<file path="config.mk">
export PLATFORM = sky130hd
export DESIGN_NAME = rf_wb_arbiter
export DESIGN_NICKNAME = d
export VERILOG_FILES = /design/src/rtl/rf_wb_arbiter_pkg.sv /design/src/rtl/wb_arb_fifo.sv /design/src/rtl/rf_wb_arbiter.sv
export SDC_FILE = /design/constraint.sdc
export NUM_CORES = 1
export LEC_CHECK = 0
export ABC_CLOCK_PERIOD_IN_PS = 5500
export CAP_MARGIN = 25
export CORE_AREA = 2 2 104 96
export CTS_CLUSTER_DIAMETER = 100
export CTS_CLUSTER_SIZE = 25
export DETAILED_ROUTE_END_ITERATION = 7
export DIE_AREA = 0 0 106 98
export GPL_TIMING_DRIVEN = 0
export PLACE_DENSITY = 0.84
export SLEW_MARGIN = 10
export SYNTH_ARGS = -nofsm -noshare
export SYNTH_HDL_FRONTEND = slang
export SYNTH_SLANG_ARGS = --single-unit
</file>
<file path="constraint.sdc">
create_clock -name cpu_clk -period 5.5 [get_ports cpu_clk]
set_input_delay 0.55 -clock cpu_clk [delete_from_list [all_inputs] [get_ports cpu_clk]]
set_output_delay 0.55 -clock cpu_clk [all_outputs]
set_load 0.02 [all_outputs]
</file>
<file path="src/rtl/rf_wb_arbiter_pkg.sv">
// Shared writeback definitions: writeback-source codes, arbiter state
// encodings, register-index width and the x0 constant.
package rf_wb_arbiter_pkg;

    localparam int REG_W = 5;
    localparam logic [REG_W-1:0] REG_X0 = '0;

    // Writeback source mux selections used by the pipeline WB stage.
    typedef enum logic [1:0] {
        WB_SRC_ALU = 2'd0,
        WB_SRC_MEM = 2'd1,
        WB_SRC_PC4 = 2'd2,
        WB_SRC_IMM = 2'd3
    } wb_src_t;

    // Register-file write-port arbiter states.
    typedef enum logic [1:0] {
        WBA_IDLE  = 2'd0,
        WBA_PEND  = 2'd1,
        WBA_FORCE = 2'd2
    } wba_state_t;

endpackage

</file>
<file path="src/rtl/wb_arb_fifo.sv">
// Long-unit result FIFO: DEPTH entries of {valid, wr, wd}. Entries can be
// invalidated by destination address (WAW kill) while keeping their slot,
// and two compare ports report whether a register has a valid entry.
module wb_arb_fifo
    import rf_wb_arbiter_pkg::*;
#(
    parameter int DEPTH = 2
) (
    input  logic                     clk,
    input  logic                     rst,
    input  logic                     push,
    input  logic [REG_W-1:0]         push_wr,
    input  logic [31:0]              push_wd,
    input  logic                     pop,
    input  logic                     kill,
    input  logic [REG_W-1:0]         kill_wr,
    input  logic [REG_W-1:0]         rs1_addr,
    input  logic [REG_W-1:0]         rs2_addr,
    output logic                     full,
    output logic [$clog2(DEPTH):0]   count,
    output logic                     head_valid,
    output logic [REG_W-1:0]         head_wr,
    output logic [31:0]              head_wd,
    output logic                     rs1_hit,
    output logic                     rs2_hit
);

    localparam int PW = $clog2(DEPTH);

    logic [DEPTH-1:0] valid;
    logic [REG_W-1:0] wr_q [DEPTH];
    logic [31:0]      wd_q [DEPTH];
    logic [PW:0]      wptr;
    logic [PW:0]      rptr;
    logic [PW-1:0]    widx;
    logic [PW-1:0]    ridx;

    assign widx = wptr[PW-1:0];
    assign ridx = rptr[PW-1:0];

    // Pointer, entry and kill updates; a push always lands in a free slot,
    // so it never collides with the kill or pop of the same cycle.
    always_ff @(posedge clk or posedge rst) begin
        if (rst) begin
            wptr  <= '0;
            rptr  <= '0;
            valid <= '0;
            for (int i = 0; i < DEPTH; i++) begin
                wr_q[i] <= '0;
                wd_q[i] <= '0;
            end
        end else begin
            for (int i = 0; i < DEPTH; i++) begin
                if (kill && valid[i] && (wr_q[i] == kill_wr)) begin
                    valid[i] <= 1'b0;
                end
            end
            if (pop) begin
                valid[ridx] <= 1'b0;
                rptr        <= rptr + 1'b1;
            end
            if (push) begin
                valid[widx] <= 1'b1;
                wr_q[widx]  <= push_wr;
                wd_q[widx]  <= push_wd;
                wptr        <= wptr + 1'b1;
            end
        end
    end

    assign count      = wptr - rptr;
    assign full       = (wptr[PW] != rptr[PW]) && (widx == ridx);
    assign head_valid = valid[ridx];
    assign head_wr    = wr_q[ridx];
    assign head_wd    = wd_q[ridx];

    // Hazard lookup: any valid entry targeting a non-x0 register.
    always_comb begin
        rs1_hit = 1'b0;
        rs2_hit = 1'b0;
        for (int i = 0; i < DEPTH; i++) begin
            if (valid[i] && (wr_q[i] == rs1_addr) && (rs1_addr != REG_X0)) rs1_hit = 1'b1;
            if (valid[i] && (wr_q[i] == rs2_addr) && (rs2_addr != REG_X0)) rs2_hit = 1'b1;
        end
    end

endmodule

</file>
<file path="src/rtl/rf_wb_arbiter.sv">
// Register-file write-port arbiter: pipeline writeback has priority, long-unit
// results are buffered and drained into free slots, and a starvation counter
// forces a one-cycle pipeline stall. Optional statistics counters are built
// when WB_ARB_STAT_EN is defined.
//
// Long-unit handshake: lu_ready is asserted whenever the FIFO is not full
// (independent of lu_valid and of any same-cycle dequeue); a result transfers
// on a rising clock edge where lu_valid && lu_ready, and the long unit must
// hold lu_wr/lu_wd stable while lu_valid is high and lu_ready is low.
module rf_wb_arbiter
    import rf_wb_arbiter_pkg::*;
#(
    parameter int DEPTH    = 2,
    parameter int MAX_WAIT = 4
) (
    input  logic             cpu_clk,
    input  logic             cpu_rst,
    input  logic             pipe_we,
    input  logic [REG_W-1:0] pipe_wr,
    input  logic [31:0]      pipe_wd,
    input  logic             lu_valid,
    input  logic [REG_W-1:0] lu_wr,
    input  logic [31:0]      lu_wd,
    output logic             lu_ready,
    output logic             rf_we,
    output logic [REG_W-1:0] rf_wr,
    output logic [31:0]      rf_wd,
    output logic             pipe_stall,
    input  logic [REG_W-1:0] rs1_addr,
    input  logic [REG_W-1:0] rs2_addr,
    output logic             rs1_pend,
    output logic             rs2_pend,
`ifdef WB_ARB_STAT_EN
    output logic [15:0]      stat_force,
    output logic [15:0]      stat_conflict,
`endif
    output wba_state_t       dbg_state
);

    localparam int PW = $clog2(DEPTH);
    localparam int CW = $clog2(MAX_WAIT + 1);
    localparam logic [CW-1:0] WAIT_LIM = CW'(MAX_WAIT);
    localparam logic [PW:0]   ONE      = (PW + 1)'(1);

    wba_state_t       state, state_n;
    logic [CW-1:0]    cnt, cnt_n;
    logic             full, push, pop, kill;
    logic [PW:0]      count;
    logic             head_valid;
    logic [REG_W-1:0] head_wr;
    logic [31:0]      head_wd;
    logic             pipe_ok, slot_free, rf_we_i, stall_i;

    assign pipe_ok   = pipe_we && (pipe_wr != REG_X0);
    assign slot_free = !pipe_ok;
    assign lu_ready  = !full && !cpu_rst;
    assign push      = lu_valid && lu_ready && (lu_wr != REG_X0);

    wb_arb_fifo #(.DEPTH(DEPTH)) u_fifo (
        .clk        (cpu_clk),
        .rst        (cpu_rst),
        .push       (push),
        .push_wr    (lu_wr),
        .push_wd    (lu_wd),
        .pop        (pop),
        .kill       (kill),
        .kill_wr    (pipe_wr),
        .rs1_addr   (rs1_addr),
        .rs2_addr   (rs2_addr),
        .full       (full),
        .count      (count),
        .head_valid (head_valid),
        .head_wr    (head_wr),
        .head_wd    (head_wd),
        .rs1_hit    (rs1_pend),
        .rs2_hit    (rs2_pend)
    );

    // State and starvation-counter registers.
    always_ff @(posedge cpu_clk or posedge cpu_rst) begin
        if (cpu_rst) begin
            state <= WBA_IDLE;
            cnt   <= '0;
        end else begin
            state <= state_n;
            cnt   <= cnt_n;
        end
    end

    // Slot arbitration: next state, counter, FIFO pop/kill and write port.
    always_comb begin
        state_n = state;
        cnt_n   = cnt;
        pop     = 1'b0;
        kill    = 1'b0;
        stall_i = 1'b0;
        rf_we_i = 1'b0;
        rf_wr   = pipe_wr;
        rf_wd   = pipe_wd;
        case (state)
            WBA_IDLE: begin
                rf_we_i = pipe_ok;
                kill    = pipe_ok;
                if (push) state_n = WBA_PEND;
            end
            WBA_PEND: begin
                if (slot_free) begin
                    pop     = 1'b1;
                    rf_we_i = head_valid;
                    rf_wr   = head_wr;
                    rf_wd   = head_wd;
                    cnt_n   = '0;
                    if ((count == ONE) && !push) state_n = WBA_IDLE;
                end else begin
                    rf_we_i = 1'b1;
                    kill    = 1'b1;
                    cnt_n   = cnt + 1'b1;
                    if (cnt_n == WAIT_LIM) state_n = WBA_FORCE;
                end
            end
            WBA_FORCE: begin
                stall_i = 1'b1;
                pop     = 1'b1;
                rf_we_i = head_valid;
                rf_wr   = head_wr;
                rf_wd   = head_wd;
                cnt_n   = '0;
                state_n = ((count != ONE) || push) ? WBA_PEND : WBA_IDLE;
            end
            default: begin
                state_n = WBA_IDLE;
                cnt_n   = '0;
            end
        endcase
    end

    assign rf_we      = rf_we_i && !cpu_rst;
    assign pipe_stall = stall_i && !cpu_rst;
    assign dbg_state  = state;

`ifdef WB_ARB_STAT_EN
    logic conflict;
    assign conflict = (state == WBA_PEND) && !slot_free;

    // Saturating counts of forced slots and denied head cycles.
    always_ff @(posedge cpu_clk or posedge cpu_rst) begin
        if (cpu_rst) begin
            stat_force    <= '0;
            stat_conflict <= '0;
        end else begin
            if ((state == WBA_FORCE) && (stat_force != 16'hFFFF)) stat_force <= stat_force + 1'b1;
            if (conflict && (stat_conflict != 16'hFFFF)) stat_conflict <= stat_conflict + 1'b1;
        end
    end
`endif

endmodule

</file>
==> results of run 1 <==
cell type report:
| class | count | area share [%] |
|---|---|---|
| buffer | 20 | 2.29 |
| sequential | 85 | 33.0 |
| inverter | 6 | 0.388 |
| clock inverter | 5 | 1.26 |
| clock buffer | 11 | 2.35 |
| multi-input combinational | 294 | 37.7 |
| timing repair buffer | 132 | 20.6 |
| tap | 126 | 2.44 |
worst paths after layout:
check	to	slack (ns)	depth (start not counted)
max in group asynchronous	u_fifo.wd_q[21]	4.14	3
max	rf_wr[0]	1.62	8
min	u_fifo.wptr[1]	0.49	1
min in group asynchronous	cnt[0]	0.72	2
min reg2reg	u_fifo.wptr[1]	0.49	1
max reg2reg	u_fifo.wd_q[38]	3.31	8
per-layer routing:
metal | share of wire [%] | GRT usage, % | vias to the layer above
met2 | 47 | 37.2 | 137
met1 | 44 | 30.6 | 1741
li1 | - | - | 1725
met4 | 1.4 | 6.28 | 0
met3 | 7.4 | 5.47 | 16
met5 | 0 | 0 | -
sequential cells by signal, summed over array words and instances, names as in the netlist:
signal and count:
u_fifo.wd_q 64, u_fifo.wr_q 10, cnt 3, dbg_state 2
u_fifo.rptr 2, u_fifo.valid 2, u_fifo.wptr 2
worst max-delay path, cell delays in order:
cell and delay [ns]:
clkdlybuf4s50_1 0.52, or4_4 0.60, o211ai_2 0.27, nand2_2 0.23, clkbuf_1 0.34, nand2_1 0.18
o21ai_2 0.08, clkdlybuf4s50_1 0.54
kinds of logic (layout without fill, tap and decap cells):
family,Yosys count,count (layout)
DFF,85,85
muxes,111,111
xor gates and xnor gates,37,37
adders and majority gates,7,7
buffers and inverters,26,174
AOI/OAI and AO/OA,63,63
and+or+nand+nor,76,76
cell usage after synthesis (all sizes together):
library cell / instances
dfrtp: 85
mux2: 74
nand2: 45
o21ai: 42
mux2i: 37
xor2: 24
xnor2: 13
buf: 11
clkbuf: 9
nor2: 9
ha: 7
a21oi: 6
inv: 6
nand3: 6
nor4: 4
or4: 4
a21o: 2
and2: 2
nor3: 2
o22ai: 2
a211oi: 1
a221oi: 1
a2bb2oi: 1
a311o: 1
a31o: 1
a31oi: 1
a32o: 1
and3: 1
nand2b: 1
nor2b: 1
o211ai: 1
o221ai: 1
o31a: 1
o41ai: 1
or3b: 1
stage by stage:
step	cell area (um^2)	setup WS, ns
final	6450	1.62
after global routing	6450	1.52
after CTS	6450	1.63
after detailed placement	6220	1.64
after global placement	6200	1.26
after floorplan	4730	2.43
power breakdown:
| group | internal [W] | switching, W | total (W) |
|---|---|---|---|
| sequential | 0.000937 | 0.000229 | 0.00117 |
| combinational | 0.000963 | 0.000905 | 0.00187 |
| clock | 0.000282 | 0.000228 | 0.000509 |
==> flow_metrics.py, run 1 <==
metrics = {
    "drt": {
        "first_pass_iters": 4,
        "antenna_left": 0,
        "drt-total-wl_um": 11500,
        "drcViolationCount": 0,
        "num_vias": 3619,
        "initialDrtViolationCount": 124,
        "avgRoutedWirePerCell_um": 16.9,
        "vias_per_cell": 5.33,
    },
    "run": {
        "cap_viol_max_count": 0,
    },
    "cells_and_area": {
        "drive_above_1_share_pct": 23.9,
        "stdcell_count": 679,
        "synthToLayoutAreaGrowth_pct": 36.5,
        "finalCoreUtilization_pct": 68.6,
        "final-seq-area_um2": 2130,
        "fin_nets": 643,
        "antenna_cells": 0,
        "multi_input_area_um2": 2430,
        "fillers": 711,
        "final_common_cell": "clkdlybuf4s50_1",
        "layout_common_cells": "131 x clkdlybuf4s50_1, 85 x dfrtp_1, 74 x mux2_2",
    },
    "power_and_ir_drop": {
        "vdd_drop_max_v": 0.000314,
        "total_power_w": 0.00354,
        "p_leak_nw": 2.76,
        "power_density_nw_per_um2": 549,
    },
    "worst_setup_path": {
        "criticalPathCategory": "primary input to output pin",
        "required_ns": 4.95,
        "worstReg2RegStart": "u_fifo.wptr[0]",
        "arrival_ns": 3.33,
        "start_kind": "primary input",
        "worstSetupStartpoint": "pipe_wr[1]",
        "critPathCaptureType": "output pin",
        "crit_path_max_fanout": 10,
    },
    "floorplanning": {
        "chipWidth_um": 106,
        "die_h_um": 98,
        "die_area_um2": 10400,
        "ios": 132,
        "initial_core_util_pct": 50.3,
        "num_rows": 34,
        "fp.coreArea_um2": 9400,
    },
    "sta": {
        "maxSlewViolCount": 0,
        "timing.fmax_mhz": 258,
        "setup-tns-final_ns": 0,
        "slew_headroom_pct": 42.6,
        "skew_ns": 0.0114,
        "finalSetupViolations": 0,
        "rsz0062_at_grt": "false",
        "whs_ns": 0.495,
        "finalHoldViolations": 0,
        "fin_crit_sh_pct": 70.5,
        "tightestPinTransition_ns": 0.861,
        "period_minus_slack_ns": 3.88,
    },
    "cts": {
        "cts_resized": 0,
        "cts.clk_slew.worst_paths_ns": 0.08,
        "h-tree-depth": 3,
        "worstSkewPairLatency_ns": 0.36,
        "cts.path.max_buffers": 2,
        "clock_sinks": 85,
        "cts-hold-fix-buffers": 0,
        "postCtsSetupBuffers": 0,
        "cts_tree": "done",
        "cts_made_buffers": 9,
        "ctsRootBufferMaster": "clkbuf_8",
    },
    "synth": {
        "synth.largest_area_cell": "dfrtp_1",
        "ys_ff_latch": 85,
        "ys_seq_area_share_pct": 45.0,
        "yosysWarnings": 0,
        "yosys.area_share.adder_pct": 1.85,
        "netlist.area_leader.share_pct": 45.0,
        "syn_area_per_cell_um2": 11.7,
        "syn-num-nets": 500,
        "synthCells": 405,
        "synthMuxAreaShare_pct": 25.5,
        "synth_area_um2": 4730,
        "synthDistinctLibCells": 47,
        "synth_compound_area_share_pct": 9.66,
        "ys_top_cells_by_area": "dfrtp_1 45%, mux2_2 18%, mux2i_1 7.8%, xor2_1 4.4%, o21ai_2 3.7%",
        "synth_xor_area_share_pct": 7.01,
        "synth_top_family_by_area": "multiplexers",
        "synth-simple-area-share_pct": 7.44,
    },
    "placed_design": {
        "dp.cells": 663,
        "dp_hpwl_um": 8440,
        "port_buffers": 131,
        "place_congestion": 0.869,
    },
    "grt": {
        "track_usage_pct": 22.8,
        "grt_first_pass_wirelength_um": 18500,
        "grt_pass1_vias": 3694,
        "grt_overflow": 0,
        "grt_max_degree": 45,
        "antenna_found_initial": 0,
    },
    "worst_hold_path": {
        "min_from": "u_fifo.wptr[1]",
        "worstHoldPathType": "register to register",
    },
    "run_status": {
        "outcome": "completed",
    },
}
Note: power is estimated with default switching activity, not from simulation.
==> run 2: changes to the inputs <==
--- a/config.mk
+++ b/config.mk
@@ -5,15 +5,15 @@
 export SDC_FILE = /design/constraint.sdc
 export NUM_CORES = 1
 export LEC_CHECK = 0
-export ABC_CLOCK_PERIOD_IN_PS = 5500
+export ABC_CLOCK_PERIOD_IN_PS = 3400
 export CAP_MARGIN = 25
-export CORE_AREA = 2 2 104 96
+export CORE_AREA = 2 2 113 104
 export CTS_CLUSTER_DIAMETER = 100
 export CTS_CLUSTER_SIZE = 25
 export DETAILED_ROUTE_END_ITERATION = 7
-export DIE_AREA = 0 0 106 98
+export DIE_AREA = 0 0 115 106
 export GPL_TIMING_DRIVEN = 0
-export PLACE_DENSITY = 0.84
+export PLACE_DENSITY = 0.76
 export SLEW_MARGIN = 10
 export SYNTH_ARGS = -nofsm -noshare
 export SYNTH_HDL_FRONTEND = slang
==> constraint.sdc (replaced) <==
create_clock -name cpu_clk -period 3.4 [get_ports cpu_clk]
set_input_delay 0.34 -clock cpu_clk [delete_from_list [all_inputs] [get_ports cpu_clk]]
set_output_delay 0.34 -clock cpu_clk [all_outputs]
set_load 0.02 [all_outputs]
==> run 2 against run 1 <==
Global-route usage is 1.7 points lower. Via count rose by 1.2%. Largest power group unchanged. Largest cell class unchanged. First-iteration DRC count increased by 27%. Sequential share of layout area fell by 0.89 points.
==> flow_metrics.py, run 2 (synthesis gave the netlist of run 1 again) <==
metrics = {
    "sta": {
        "period_minus_slack_ns": 3.33,
        "skew_ns": 0.00512,
        "maxSlewViolCount": 0,
        "timing.fmax_mhz": 301,
        "setup-tns-final_ns": 0,
        "slew_headroom_pct": 41.5,
        "finalHoldViolations": 0,
        "whs_ns": 0.457,
        "tightestPinTransition_ns": 0.878,
        "finalSetupViolations": 0,
        "fin_crit_sh_pct": 97.9,
    },
    "drt": {
        "vias_per_cell": 5.32,
        "antenna_left": 0,
        "num_vias": 3663,
        "drt-total-wl_um": 12500,
        "drcViolationCount": 0,
        "avgRoutedWirePerCell_um": 18.2,
        "initialDrtViolationCount": 157,
        "first_pass_iters": 4,
    },
    "cells_and_area": {
        "fin_nets": 643,
        "largest_register_ffs": 64,
        "largest_register": "u_fifo.wd_q",
        "final-seq-area_um2": 2130,
        "stdcell_area_um2": 6630,
        "finalCoreUtilization_pct": 59.7,
        "multi_input_area_um2": 2440,
        "layout_common_cells": "104 x clkdlybuf4s50_1, 85 x dfrtp_1, 74 x mux2_2",
        "antenna_cells": 0,
        "drive_above_1_share_pct": 24.1,
        "final_common_cell": "clkdlybuf4s50_1",
        "synthToLayoutAreaGrowth_pct": 40.2,
        "reg_top3": "u_fifo.wd_q x64, u_fifo.wr_q x10, cnt x3",
        "fillers": 930,
    },
    "worst_setup_path": {
        "crit_path_max_fanout": 10,
        "ff2ff_path_depth": 8,
        "criticalPathCategory": "primary input to output pin",
        "required_ns": 3.06,
        "critPathCaptureType": "output pin",
        "arrival_ns": 2.99,
        "reg2reg_slack_ns": 1.21,
        "start_kind": "primary input",
    },
    "floorplanning": {
        "die_h_um": 106,
        "fp.coreArea_um2": 11100,
        "ios": 132,
        "initial_core_util_pct": 42.6,
        "chipWidth_um": 115,
        "die_area_um2": 12200,
        "num_rows": 37,
    },
    "run": {
        "cap_viol_max_count": 0,
    },
    "grt": {
        "grt_first_pass_wirelength_um": 19800,
        "grt_pass1_vias": 3852,
        "grt_max_degree": 67,
        "grt_overflow": 0,
        "antenna_found_initial": 0,
        "track_usage_pct": 21.1,
    },
    "cts": {
        "clock_sinks": 85,
        "worstSkewPairLatency_ns": 0.33,
        "h-tree-depth": 3,
        "cts_made_buffers": 9,
        "postCtsSetupBuffers": 0,
        "cts.path.max_buffers": 2,
        "cts.clk_slew.worst_paths_ns": 0.06,
        "cts_tree": "done",
        "ctsRootBufferMaster": "clkbuf_16",
    },
    "power_and_ir_drop": {
        "power_density_nw_per_um2": 900,
        "p_leak_nw": 3.14,
        "total_power_w": 0.00597,
        "vdd_drop_max_v": 0.000428,
    },
    "placed_design": {
        "place_congestion": 0.905,
        "place_area_um2": 6240,
        "port_buffers": 131,
        "dp_hpwl_um": 8910,
    },
    "worst_hold_path": {
        "worstHoldPathType": "primary input to asynchronous set/reset pin",
    },
    "run_status": {
        "outcome": "completed",
    },
}
[run 2: changes by cell type in the layout (fill, tap and decap cells not counted), sizes merged]
cell	delta
clkdlybuf4s50	-27
dlymetal6s2s	+27
inv	-1
[run 2: worst paths after layout]
check / end / from
setup / recovery: rf_wd[14] / pipe_wr[1]
hold / removal: cnt[1] / cpu_rst
setup reg to reg: u_fifo.wd_q[33] / u_fifo.wptr[0]
hold reg to reg: u_fifo.rptr[1] / u_fifo.rptr[1]
max in group asynchronous: u_fifo.wd_q[45] / cpu_rst
min in group cpu_clk: u_fifo.rptr[1] / u_fifo.rptr[1]
[run 2: per-layer routing]
layer	wire (um)	GRT usage [%]	vias to the layer above
met3	767	5.13	21
met4	228	6.54	0
li1	-	-	1727
met1	5400	27.1	1792
met2	6110	35.1	123
met5	0	0	-
[run 2: where the power goes]
group          switching [W]  internal, W  total (W)
clock network       0.000385     0.000659    0.00104
registers           0.000377      0.00152    0.00190
logic                0.00150      0.00154    0.00303
total                0.00226      0.00371    0.00597
[run 2: layout make-up]
| cell class | count | area share, % |
|---|---|---|
| multi-input cells | 294 | 36.7 |
| flip-flops and latches | 85 | 32.1 |
| repair buffers | 132 | 21.2 |
| clock buffers | 11 | 3.66 |
| well taps | 136 | 2.57 |
| plain buffers | 20 | 2.28 |
| clock inverters | 4 | 1.09 |
| inverters | 6 | 0.377 |
[run 2: critical path: stages]
cell and delay (ns):
clkdlybuf4s50_1 0.53, or4_4 0.61, o21ai_4 0.17, and2_4 0.20
o21ai_2 0.08, clkbuf_2 0.24, o21ai_1 0.18, clkdlybuf4s50_1 0.62
[run 2: per-stage QoR]
step           setup slack, ns  cells
5_1_grt               -0.00722    688
4_1_cts                0.00270    688
2_1_floorplan            0.544    405
6_report                0.0730    688
3_3_place_gp            -0.680    672
3_5_place_dp           -0.0819    673
[run 2: repair_timing]
action                                  CTS  global route
hold buffers                              0             0
endpoints found under the setup margin   12            32
resized for setup                         2            30
hold endpoints to repair                  0             0
==> run 3: changes to the inputs <==
--- a/config.mk
+++ b/config.mk
@@ -12,6 +12,7 @@
 export CTS_CLUSTER_SIZE = 25
 export DETAILED_ROUTE_END_ITERATION = 7
 export DIE_AREA = 0 0 115 106
+export GPL_ROUTABILITY_DRIVEN = 0
 export GPL_TIMING_DRIVEN = 0
 export PLACE_DENSITY = 0.76
 export SLEW_MARGIN = 10
==> results of run 3 <==
Same layout as run 2: the final DEF is identical, and so are final timing and power.
